### src/rtl/rtc_secuencia_escribe_if.sv
`default_nettype none
// ============================================================================
// Module  : rtc_secuencia_escribe_if
// Brief   : Port-register side and RTC pin side of the RTC write sequencer.
// Revision: 1.0 - initial release
// ============================================================================
interface rtc_secuencia_escribe_if;
    logic       arranque;
    logic [7:0] direccion;
    logic [7:0] dato;
    logic [7:0] bus_in;
    logic [7:0] bus_out;
    logic       bus_oe;
    logic       cs_n;
    logic       a_d;
    logic       wr_n;
    logic       rd_n;
    logic       listo;
    logic [7:0] dato_leido;
    logic       error_rb;

    modport master (
        input  arranque, direccion, dato, bus_in,
        output bus_out, bus_oe, cs_n, a_d, wr_n, rd_n, listo, dato_leido, error_rb
    );

    modport slave (
        output arranque, direccion, dato, bus_in,
        input  bus_out, bus_oe, cs_n, a_d, wr_n, rd_n, listo, dato_leido, error_rb
    );
endinterface
`default_nettype wire

### src/rtl/rtc_secuencia_escribe.sv
`default_nettype none
// ============================================================================
// Module  : rtc_secuencia_escribe
// Brief   : One RTC write over the muxed address/data bus; optional read-back
//           verify phases enabled by defining RTC_READBACK_EN.
// Revision: 1.0 - initial release
// ============================================================================
module rtc_secuencia_escribe #(
    parameter int T_FASE = 10,
    parameter int CNT_W  = 4
) (
    input  wire logic                  clk,
    input  wire logic                  rst,
    rtc_secuencia_escribe_if.master    bus
);
    localparam logic [3:0] c_IDLE  = 4'd0;
    localparam logic [3:0] c_A_SET = 4'd1;
    localparam logic [3:0] c_A_WR  = 4'd2;
    localparam logic [3:0] c_A_HLD = 4'd3;
    localparam logic [3:0] c_D_SET = 4'd4;
    localparam logic [3:0] c_D_WR  = 4'd5;
    localparam logic [3:0] c_D_HLD = 4'd6;
    localparam logic [3:0] c_R_SET = 4'd7;
    localparam logic [3:0] c_R_RD  = 4'd8;
    localparam logic [3:0] c_R_HLD = 4'd9;
    localparam logic [3:0] c_DONE  = 4'd10;

    localparam logic [CNT_W-1:0] c_LAST = CNT_W'(T_FASE - 1);

    logic [3:0]       state_q, state_d;
    logic [CNT_W-1:0] cnt_q, cnt_d;
    logic [7:0]       addr_q, addr_d;
    logic [7:0]       data_q, data_d;
    logic [7:0]       bus_out_q, bus_out_d;
    logic             bus_oe_q, bus_oe_d;
    logic             cs_n_q, cs_n_d;
    logic             a_d_q, a_d_d;
    logic             wr_n_q, wr_n_d;
    logic             rd_n_q, rd_n_d;
    logic             listo_q, listo_d;
    logic [7:0]       dato_leido_q, dato_leido_d;
    logic             error_rb_q, error_rb_d;
    logic             w_start;
    logic             w_unused_bus_in;

    assign w_unused_bus_in = ^bus.bus_in;

    // Pins are registered from the next state so they move only on transitions.
    always_ff @(posedge clk or posedge rst) begin
        if (rst) begin
            state_q      <= c_IDLE;
            cnt_q        <= '0;
            addr_q       <= '0;
            data_q       <= '0;
            bus_out_q    <= '0;
            bus_oe_q     <= 1'b0;
            cs_n_q       <= 1'b1;
            a_d_q        <= 1'b0;
            wr_n_q       <= 1'b1;
            rd_n_q       <= 1'b1;
            listo_q      <= 1'b0;
            dato_leido_q <= '0;
            error_rb_q   <= 1'b0;
        end else begin
            state_q      <= state_d;
            cnt_q        <= cnt_d;
            addr_q       <= addr_d;
            data_q       <= data_d;
            bus_out_q    <= bus_out_d;
            bus_oe_q     <= bus_oe_d;
            cs_n_q       <= cs_n_d;
            a_d_q        <= a_d_d;
            wr_n_q       <= wr_n_d;
            rd_n_q       <= rd_n_d;
            listo_q      <= listo_d;
            dato_leido_q <= dato_leido_d;
            error_rb_q   <= error_rb_d;
        end
    end

    always_comb begin
        state_d = state_q;
        cnt_d   = cnt_q;
        addr_d  = addr_q;
        data_d  = data_q;
        w_start = 1'b0;
        case (state_q)
            c_IDLE: begin
                if (bus.arranque) begin
                    w_start = 1'b1;
                    addr_d  = bus.direccion;
                    data_d  = bus.dato;
                    cnt_d   = '0;
                    state_d = c_A_SET;
                end
            end
            c_DONE: state_d = c_IDLE;
            default: begin
                if (cnt_q == c_LAST) begin
                    cnt_d = '0;
                    case (state_q)
                        c_A_SET: state_d = c_A_WR;
                        c_A_WR:  state_d = c_A_HLD;
                        c_A_HLD: state_d = c_D_SET;
                        c_D_SET: state_d = c_D_WR;
                        c_D_WR:  state_d = c_D_HLD;
`ifdef RTC_READBACK_EN
                        c_D_HLD: state_d = c_R_SET;
                        c_R_SET: state_d = c_R_RD;
                        c_R_RD:  state_d = c_R_HLD;
                        c_R_HLD: state_d = c_DONE;
`else
                        c_D_HLD: state_d = c_DONE;
`endif
                        default: state_d = c_IDLE;
                    endcase
                end else begin
                    cnt_d = cnt_q + CNT_W'(1);
                end
            end
        endcase
    end

    always_comb begin
        bus_out_d = '0;
        bus_oe_d  = 1'b0;
        cs_n_d    = 1'b1;
        a_d_d     = 1'b0;
        wr_n_d    = 1'b1;
        rd_n_d    = 1'b1;
        listo_d   = 1'b0;
        case (state_d)
            c_A_SET, c_A_WR, c_A_HLD: begin
                cs_n_d    = 1'b0;
                bus_oe_d  = 1'b1;
                bus_out_d = addr_d;
                wr_n_d    = (state_d != c_A_WR);
            end
            c_D_SET, c_D_WR, c_D_HLD: begin
                cs_n_d    = 1'b0;
                bus_oe_d  = 1'b1;
                a_d_d     = 1'b1;
                bus_out_d = data_d;
                wr_n_d    = (state_d != c_D_WR);
            end
            c_R_SET, c_R_RD, c_R_HLD: begin
                cs_n_d = 1'b0;
                a_d_d  = 1'b1;
                rd_n_d = (state_d != c_R_RD);
            end
            c_DONE:  listo_d = 1'b1;
            default: ;
        endcase
`ifdef RTC_READBACK_EN
        dato_leido_d = dato_leido_q;
        if (state_q == c_R_RD && cnt_q == c_LAST) begin
            dato_leido_d = bus.bus_in;
        end
        error_rb_d = error_rb_q;
        if (w_start) begin
            error_rb_d = 1'b0;
        end else if (state_d == c_DONE) begin
            error_rb_d = (dato_leido_d != data_q);
        end
`else
        dato_leido_d = '0;
        error_rb_d   = 1'b0;
`endif
    end

    assign bus.bus_out    = bus_out_q;
    assign bus.bus_oe     = bus_oe_q;
    assign bus.cs_n       = cs_n_q;
    assign bus.a_d        = a_d_q;
    assign bus.wr_n       = wr_n_q;
    assign bus.rd_n       = rd_n_q;
    assign bus.listo      = listo_q;
    assign bus.dato_leido = dato_leido_q;
    assign bus.error_rb   = error_rb_q;
endmodule
`default_nettype wire

### src/flat_wrapper.sv
// flat-port wrapper written by rule: the top's interface ports become plain ports
module rtc_secuencia_escribe_flat 
#(
    parameter int T_FASE = 10,
    parameter int CNT_W  = 4
)
  (clk, rst, bus_arranque, bus_direccion, bus_dato, bus_bus_in, bus_bus_out, bus_bus_oe, bus_cs_n, bus_a_d, bus_wr_n, bus_rd_n, bus_listo, bus_dato_leido, bus_error_rb);
  rtc_secuencia_escribe_if bus_i ();
  input  wire logic clk;
  input  wire logic rst;
  input wire logic [$bits(bus_i.arranque)-1:0] bus_arranque;
  input wire logic [$bits(bus_i.direccion)-1:0] bus_direccion;
  input wire logic [$bits(bus_i.dato)-1:0] bus_dato;
  input wire logic [$bits(bus_i.bus_in)-1:0] bus_bus_in;
  output wire logic [$bits(bus_i.bus_out)-1:0] bus_bus_out;
  output wire logic [$bits(bus_i.bus_oe)-1:0] bus_bus_oe;
  output wire logic [$bits(bus_i.cs_n)-1:0] bus_cs_n;
  output wire logic [$bits(bus_i.a_d)-1:0] bus_a_d;
  output wire logic [$bits(bus_i.wr_n)-1:0] bus_wr_n;
  output wire logic [$bits(bus_i.rd_n)-1:0] bus_rd_n;
  output wire logic [$bits(bus_i.listo)-1:0] bus_listo;
  output wire logic [$bits(bus_i.dato_leido)-1:0] bus_dato_leido;
  output wire logic [$bits(bus_i.error_rb)-1:0] bus_error_rb;
  assign bus_i.arranque = bus_arranque;
  assign bus_i.direccion = bus_direccion;
  assign bus_i.dato = bus_dato;
  assign bus_i.bus_in = bus_bus_in;
  assign bus_bus_out = bus_i.bus_out;
  assign bus_bus_oe = bus_i.bus_oe;
  assign bus_cs_n = bus_i.cs_n;
  assign bus_a_d = bus_i.a_d;
  assign bus_wr_n = bus_i.wr_n;
  assign bus_rd_n = bus_i.rd_n;
  assign bus_listo = bus_i.listo;
  assign bus_dato_leido = bus_i.dato_leido;
  assign bus_error_rb = bus_i.error_rb;
  rtc_secuencia_escribe #(.T_FASE(T_FASE), .CNT_W(CNT_W)) u_core (.clk(clk), .rst(rst), .bus(bus_i));
endmodule
### config.mk
export PLATFORM = sky130hd
export DESIGN_NAME = rtc_secuencia_escribe_flat
export DESIGN_NICKNAME = d
export VERILOG_FILES = /design/src/rtl/rtc_secuencia_escribe_if.sv /design/src/rtl/rtc_secuencia_escribe.sv /design/src/flat_wrapper.sv
export SDC_FILE = /design/constraint.sdc
export NUM_CORES = 1
export LEC_CHECK = 0
export ABC_AREA = 1
export CAP_MARGIN = 20
export CORE_MARGIN = 10
export CORE_UTILIZATION = 51
export DETAILED_ROUTE_END_ITERATION = 10
export PLACE_DENSITY = 0.94
export SYNTH_ARGS = -nofsm -noshare
export SYNTH_HDL_FRONTEND = slang
export SYNTH_SLANG_ARGS = --single-unit
### constraint.sdc
create_clock -name clk -period 3.3 [get_ports clk]
set_input_delay 0.33 -clock clk [delete_from_list [all_inputs] [get_ports clk]]
set_output_delay 0.33 -clock clk [all_outputs]
set_load 0.01 [all_outputs]
# ---- Word level (Yosys, flattened, before mapping)
# Cells that the tools add are included.
dict set report totals {
  regBits 38
  latchBits 0
  ramBits 0
  mem_bits_ro 0
  in_bits 27
  output_inout_bits 23
  word_cells 61
  n_memories 0
}
dict set report op_classes {
  add_sub_neg 1
  mul 0
  div 0
  order_cmp 0
  eq_ne 22
  n_shift 0
  mux 18
  bitwise_logic 1
  n_reduce_logical 8
}
# cell n
set ops {}
lappend ops {{two-way mux 8 bit} 4}
lappend ops {{== test 4 x 3 -> 1 bit (second input constant)} 7}
lappend ops {{one-hot mux 4 bit (6 select lines)} 1}
lappend ops {{== test 4 bit (second input constant)} 5}
lappend ops {{== test 4 x 2 -> 1 bit (second input constant)} 4}
lappend ops {{two-way mux 4 bit} 4}
lappend ops {{one-hot mux 4 bit (2 select lines)} 2}
lappend ops {{one-hot mux 8 bit (2 select lines)} 1}
lappend ops {{OR reduction 6 bit} 2}
lappend ops {{OR reduction 3 bit} 3}
lappend ops {{OR reduction 9 bit} 1}
lappend ops {{== test 4 x 1 -> 1 bit (second input constant)} 2}
lappend ops {{two-way mux 1 bit} 5}
lappend ops {{adder 4 x 1 -> 4 bit (second input constant)} 1}
lappend ops {{logical NOT 4 bit} 1}
lappend ops {{inequality test 4 x 2 -> 1 bit (second input constant)} 1}
lappend ops {{inequality test 4 x 3 -> 1 bit (second input constant)} 1}
lappend ops {{inequality test 4 bit (second input constant)} 1}
lappend ops {{inequality test 2 bit (second input constant)} 1}
lappend ops {{one-hot mux 1 bit (2 select lines)} 1}
lappend ops {{AND reduction 2 bit} 1}
lappend ops {{inverter 1 bit} 1}

# ---- Longest topological paths before layout
dict set report depth {
  word_depth 7
  depth_mapped 11
  depth_no_buf 11
}

# ---- Least setup slack after synthesis
# OpenSTA, ideal clock, no wires.
dict set report synth_path {
  path_type {flip-flop to flip-flop}
  startpoint {register u_core.cnt_q[1]}
  endpoint {register u_core.bus_out_q[0], in the netlist u_core.bus.bus_out[0]}
  setup_time_ns 0.117
  arrival_ns 1.340
  required_time_ns 3.183
  setup_slack_ns 1.843
  stages_incl_launch_ff 10
  path_buffers 0
  period_less_slack_ns 1.457
  cell_sequence {dfrtp_1 > inv_1 > ha_1 > nand2_1 > nor2_4 > nor2_1 > a21oi_2 > nor2_4 > nand3_1 > nand2_1}
}
dict set report synth_via {
  elab_chain_cells 6
  word_cells_on_any_way 12
  cone_classes {7 x eq/ne; 3 x mux; 2 x reduce/logical}
}
# element line
set synth_lines {}
lappend synth_lines {{from (decl)} rtc_secuencia_escribe.sv:31} ;# logic [CNT_W-1:0] cnt_q, cnt_d;
lappend synth_lines {{from (signal assigned)} rtc_secuencia_escribe.sv:66} ;# cnt_q <= cnt_d;
lappend synth_lines {{== test 4 bit *} rtc_secuencia_escribe.sv:99} ;# if (cnt_q == c_LAST) begin
lappend synth_lines {{two-way mux 4 bit *} rtc_secuencia_escribe.sv:99}
lappend synth_lines {{one-hot mux 4 bit (2 select lines) *} rtc_secuencia_escribe.sv:87} ;# case (state_q)
lappend synth_lines {{== test 4 x 3 -> 1 bit (tied with other cells)} rtc_secuencia_escribe.sv:132} ;# case (state_d)
lappend synth_lines {{OR reduction 3 bit} rtc_secuencia_escribe.sv:132}
lappend synth_lines {{one-hot mux 8 bit (2 select lines) *} rtc_secuencia_escribe.sv:132}
lappend synth_lines {{named net u_core.bus_out_d[0]} rtc_secuencia_escribe.sv:34} ;# logic [7:0] bus_out_q, bus_out_d;
lappend synth_lines {{to (signal assigned)} rtc_secuencia_escribe.sv:69} ;# bus_out_q <= bus_out_d;
lappend synth_lines {{to (decl)} rtc_secuencia_escribe.sv:34}
# The timed path passes the listed nets; every way through them passes the cells marked *.
# A chain may end at the register's enable or synchronous reset.

# ---- Final worst setup path
dict set report layout_path {
  startpoint {register u_core.state_q[2]}
  endpoint {register u_core.bus_out_q[7], in the netlist u_core.bus.bus_out[7]}
}
dict set report layout_via {
  elab_chain_cells 7
  word_cells_on_any_way 23
  cone_classes {13 x eq/ne; 7 x mux; 3 x reduce/logical}
}
# element line
set layout_lines {}
lappend layout_lines {{from (decl)} rtc_secuencia_escribe.sv:30} ;# logic [3:0] state_q, state_d;
lappend layout_lines {{from (signal assigned)} rtc_secuencia_escribe.sv:51} ;# state_q <= c_IDLE;
lappend layout_lines {{from (signal assigned)} rtc_secuencia_escribe.sv:65} ;# state_q <= state_d;
lappend layout_lines {{== test 4 x 3 -> 1 bit (tied with other cells)} rtc_secuencia_escribe.sv:101} ;# case (state_q)
lappend layout_lines {{one-hot mux 4 bit (6 select lines)} rtc_secuencia_escribe.sv:101}
lappend layout_lines {{two-way mux 4 bit} rtc_secuencia_escribe.sv:99}
lappend layout_lines {{one-hot mux 4 bit (2 select lines) *} rtc_secuencia_escribe.sv:87}
lappend layout_lines {{named net u_core.state_d[0]} rtc_secuencia_escribe.sv:30}
lappend layout_lines {{== test 4 x 3 -> 1 bit (tied with other cells)} rtc_secuencia_escribe.sv:132}
lappend layout_lines {{OR reduction 3 bit} rtc_secuencia_escribe.sv:132}
lappend layout_lines {{one-hot mux 8 bit (2 select lines) *} rtc_secuencia_escribe.sv:132}
lappend layout_lines {{named net u_core.bus_out_d[7]} rtc_secuencia_escribe.sv:34}
# Marks and branches as above.

==> impl_metrics.yaml <==
timing:
  rsz0062_at_grt: "false"
  fmax_mhz: 512
  slew_headroom: 0.581
  setup_viol_count_final: 0
  hold_violations: 0
  post-route-min-period_ns: 1.95
  setup_ws_ns: 1.35
  maxSlewViolCount: 0
  setup_tns_ns: 0
  finClkSkew_ns: 0.0151
  fin_crit_sh: 0.592
  worst_slew_pin_slew_ns: 0.626
critical_path:
  endpoint: "u_core.bus.bus_out[7]"
  worst-setup-path-type: "reg2reg"
  crit_start: "u_core.state_q[2]"
  path_max_fanout: 20
  max_stage_delay_ns: 0.44
  start_kind: "flop"
  rr_startpoint: "u_core.state_q[2]"
  cp_slowest_cell: "dfrtp_1"
  reg2reg_depth: 8
  r2r_end: "u_core.bus.bus_out[7]"
  endpoint_kind: "flop"
  worstPathArrival_ns: 2.21
  rrSetupSlack_ns: 1.35
  crit_required_ns: 3.55
  worstPathCellList: "nor2_1 -> nand2_2 -> inv_2 -> nand2_2 -> nand2_4 -> nand2_4 -> nand3_1 -> nand2_1"
clocking:
  cts_max_level: 2
  postCtsSetupBuffers: 0
  clk_latency_ns: 0.36
  cts-root-buf: "clkbuf_4"
  cts_tree: "yes"
  clockBufferDepth: 2
  cts_hold_buf: 0
  cts.sinks: 38
  post_cts_resized: 0
  cts_made_buffers: 5
  clk_pin_slew_ns: 0.12
cells_and_area:
  antenna_cells: 0
  finalNonFillerCells: 289
  nets: 271
  stdcell_area_um2: 2250
  mostFrequentLayoutCells: "nand2_1, nand3_1, dfrtp_1"
  drive_gt1_frac: 0.128
  area_growth_syn_to_layout_pct: 23.5
  final_common_cell: "nand2_1"
floorplanning:
  core_area_um2: 3390
  rows: 21
  die_height_um: 79.8
  dieArea_um2: 6370
  num_io_pins: 50
  fp.dieW_um: 79.8
  start_util: 0.538
grt:
  grt_pass1_wl_um: 6550
  grt_max_degree: 39
  top_usage_layer: "met2"
  grt-ovfl-total: 0
  antenna_found_initial: 0
  met2_usage: 0.214
  use_met1: 0.148
  grt_use_total: 0.132
  gr-usage-met3: 0.0586
  grt_pass1_vias: 1422
yosys:
  synth_area_leaders: "dfrtp_1, nand2_1, nand3_1"
  synth_top_area_frac: 0.480
  post-synth-top-area-cell: "dfrtp_1"
  synth_cell_types: 28
  syn_area_per_cell_um2: 8.76
  syn_area_um2: 1820
  yosys_warnings: 0
  syn_inst: 208
  yosysSeqAreaShare: 0.524
  ys_ff_latch: 38
  synth_edf_count: 0
  synth_top_flop_cell: "dfrtp_1"
  postSynth.asyncResetShare: 1.00
detailed_routing:
  drc: 0
  dr_total_vias: 1514
  wl_per_cell_um: 14.3
  routed_wl_um: 4130
  dr.first_iter.drc_count: 99
  dr.pass1.iters: 4
  viasPerCell: 5.24
  antenna_left: 0
power_and_ir_drop:
  peakVddDrop_uv: 277
  p_leak_uw: 0.00113
  p_per_area_nw_per_um2: 409
placed_design:
  dp_hpwl_um: 2950
  gp_congestion: 0.865
  place_inst: 281
  dp_slack_ns: 1.08
  post_dp_cell_area_um2: 2140
  port_buffers: 32
outcome:
  status: "completed"
hold_path:
  min_path_type: "in2async"
job:
  drv_cap: 0
[cell families after synthesis]
group                    share of synthesized area
AND/OR/NAND/NOR                              0.350
flip-flops                                   0.524
buffers and inverters                       0.0810
AO/OA/AOI/OAI                               0.0199
XOR/XNOR                                   0.00961
adder cells (fa/ha/maj)                     0.0137
other                                      0.00206
[through the flow]
step	total power, uW	hold slack [ns]	utilization
2_1_floorplan	497	0.439	-
6_report	920	0.369	0.664
4_1_cts	920	0.388	0.664
3_3_place_gp	513	0.451	0.631
5_1_grt	946	0.429	0.664
3_5_place_dp	514	0.462	0.631
[cell usage after synthesis (3+ instances only)]
master   number
nand4_1       3
nand3_1      41
nor2_1        7
buf_4        10
nor2_4        4
inv_2         4
nand2_1      66
inv_1         8
dfrtp_1      35
dfstp_2       3
nand2_2       5
[routing by layer]
layer,vias to the layer above,part of all wire,wire length [um]
met5,-,0,0
met4,0,0.016,68
met3,7,0.087,359
met2,59,0.50,2060
met1,728,0.40,1640
li1,720,-,-
[registers in the layout (all words and copies together), names as in the netlist, 4 cells and up]
register            count
u_core.data_q           8
u_core.bus.bus_out      8
u_core.addr_q           8
u_core.state_q          4
u_core.cnt_q            4
[report_power, final]
group	internal, uW	switching, uW	total [uW]
registers	466	0	466
logic	19.4	19.8	39.1
clock network	257	159	416
total	742	179	920
[critical path: cells and delay by family, from the launching register on]
kind	cells	cell delay, ns
simple gates	7	1.14
buf+inv	1	0.25
flops	1	0.44
[worst min-delay path by stage]
stage / start / to / cells after the start
final: rst / u_core.data_q[3] / 3
after global routing: rst / u_core.data_q[3] / 3
after CTS: rst / u_core.data_q[3] / 3
after detailed placement: u_core.data_q[0] / u_core.data_q[0] / 2
after global placement: u_core.data_q[3] / u_core.data_q[3] / 2
after floorplan: u_core.addr_q[0] / u_core.addr_q[0] / 2
[area by class of cell]
class | count | area [um2]
Fill cell | 251 | 1140
Sequential cell | 38 | 955
Multi-Input combinational cell | 151 | 751
Timing Repair Buffer | 33 | 328
Clock inverter | 2 | 60.1
Tap cell | 46 | 57.6
Clock buffer | 6 | 51.3
Inverter | 13 | 48.8
Power figures use the tool's default switching activity.
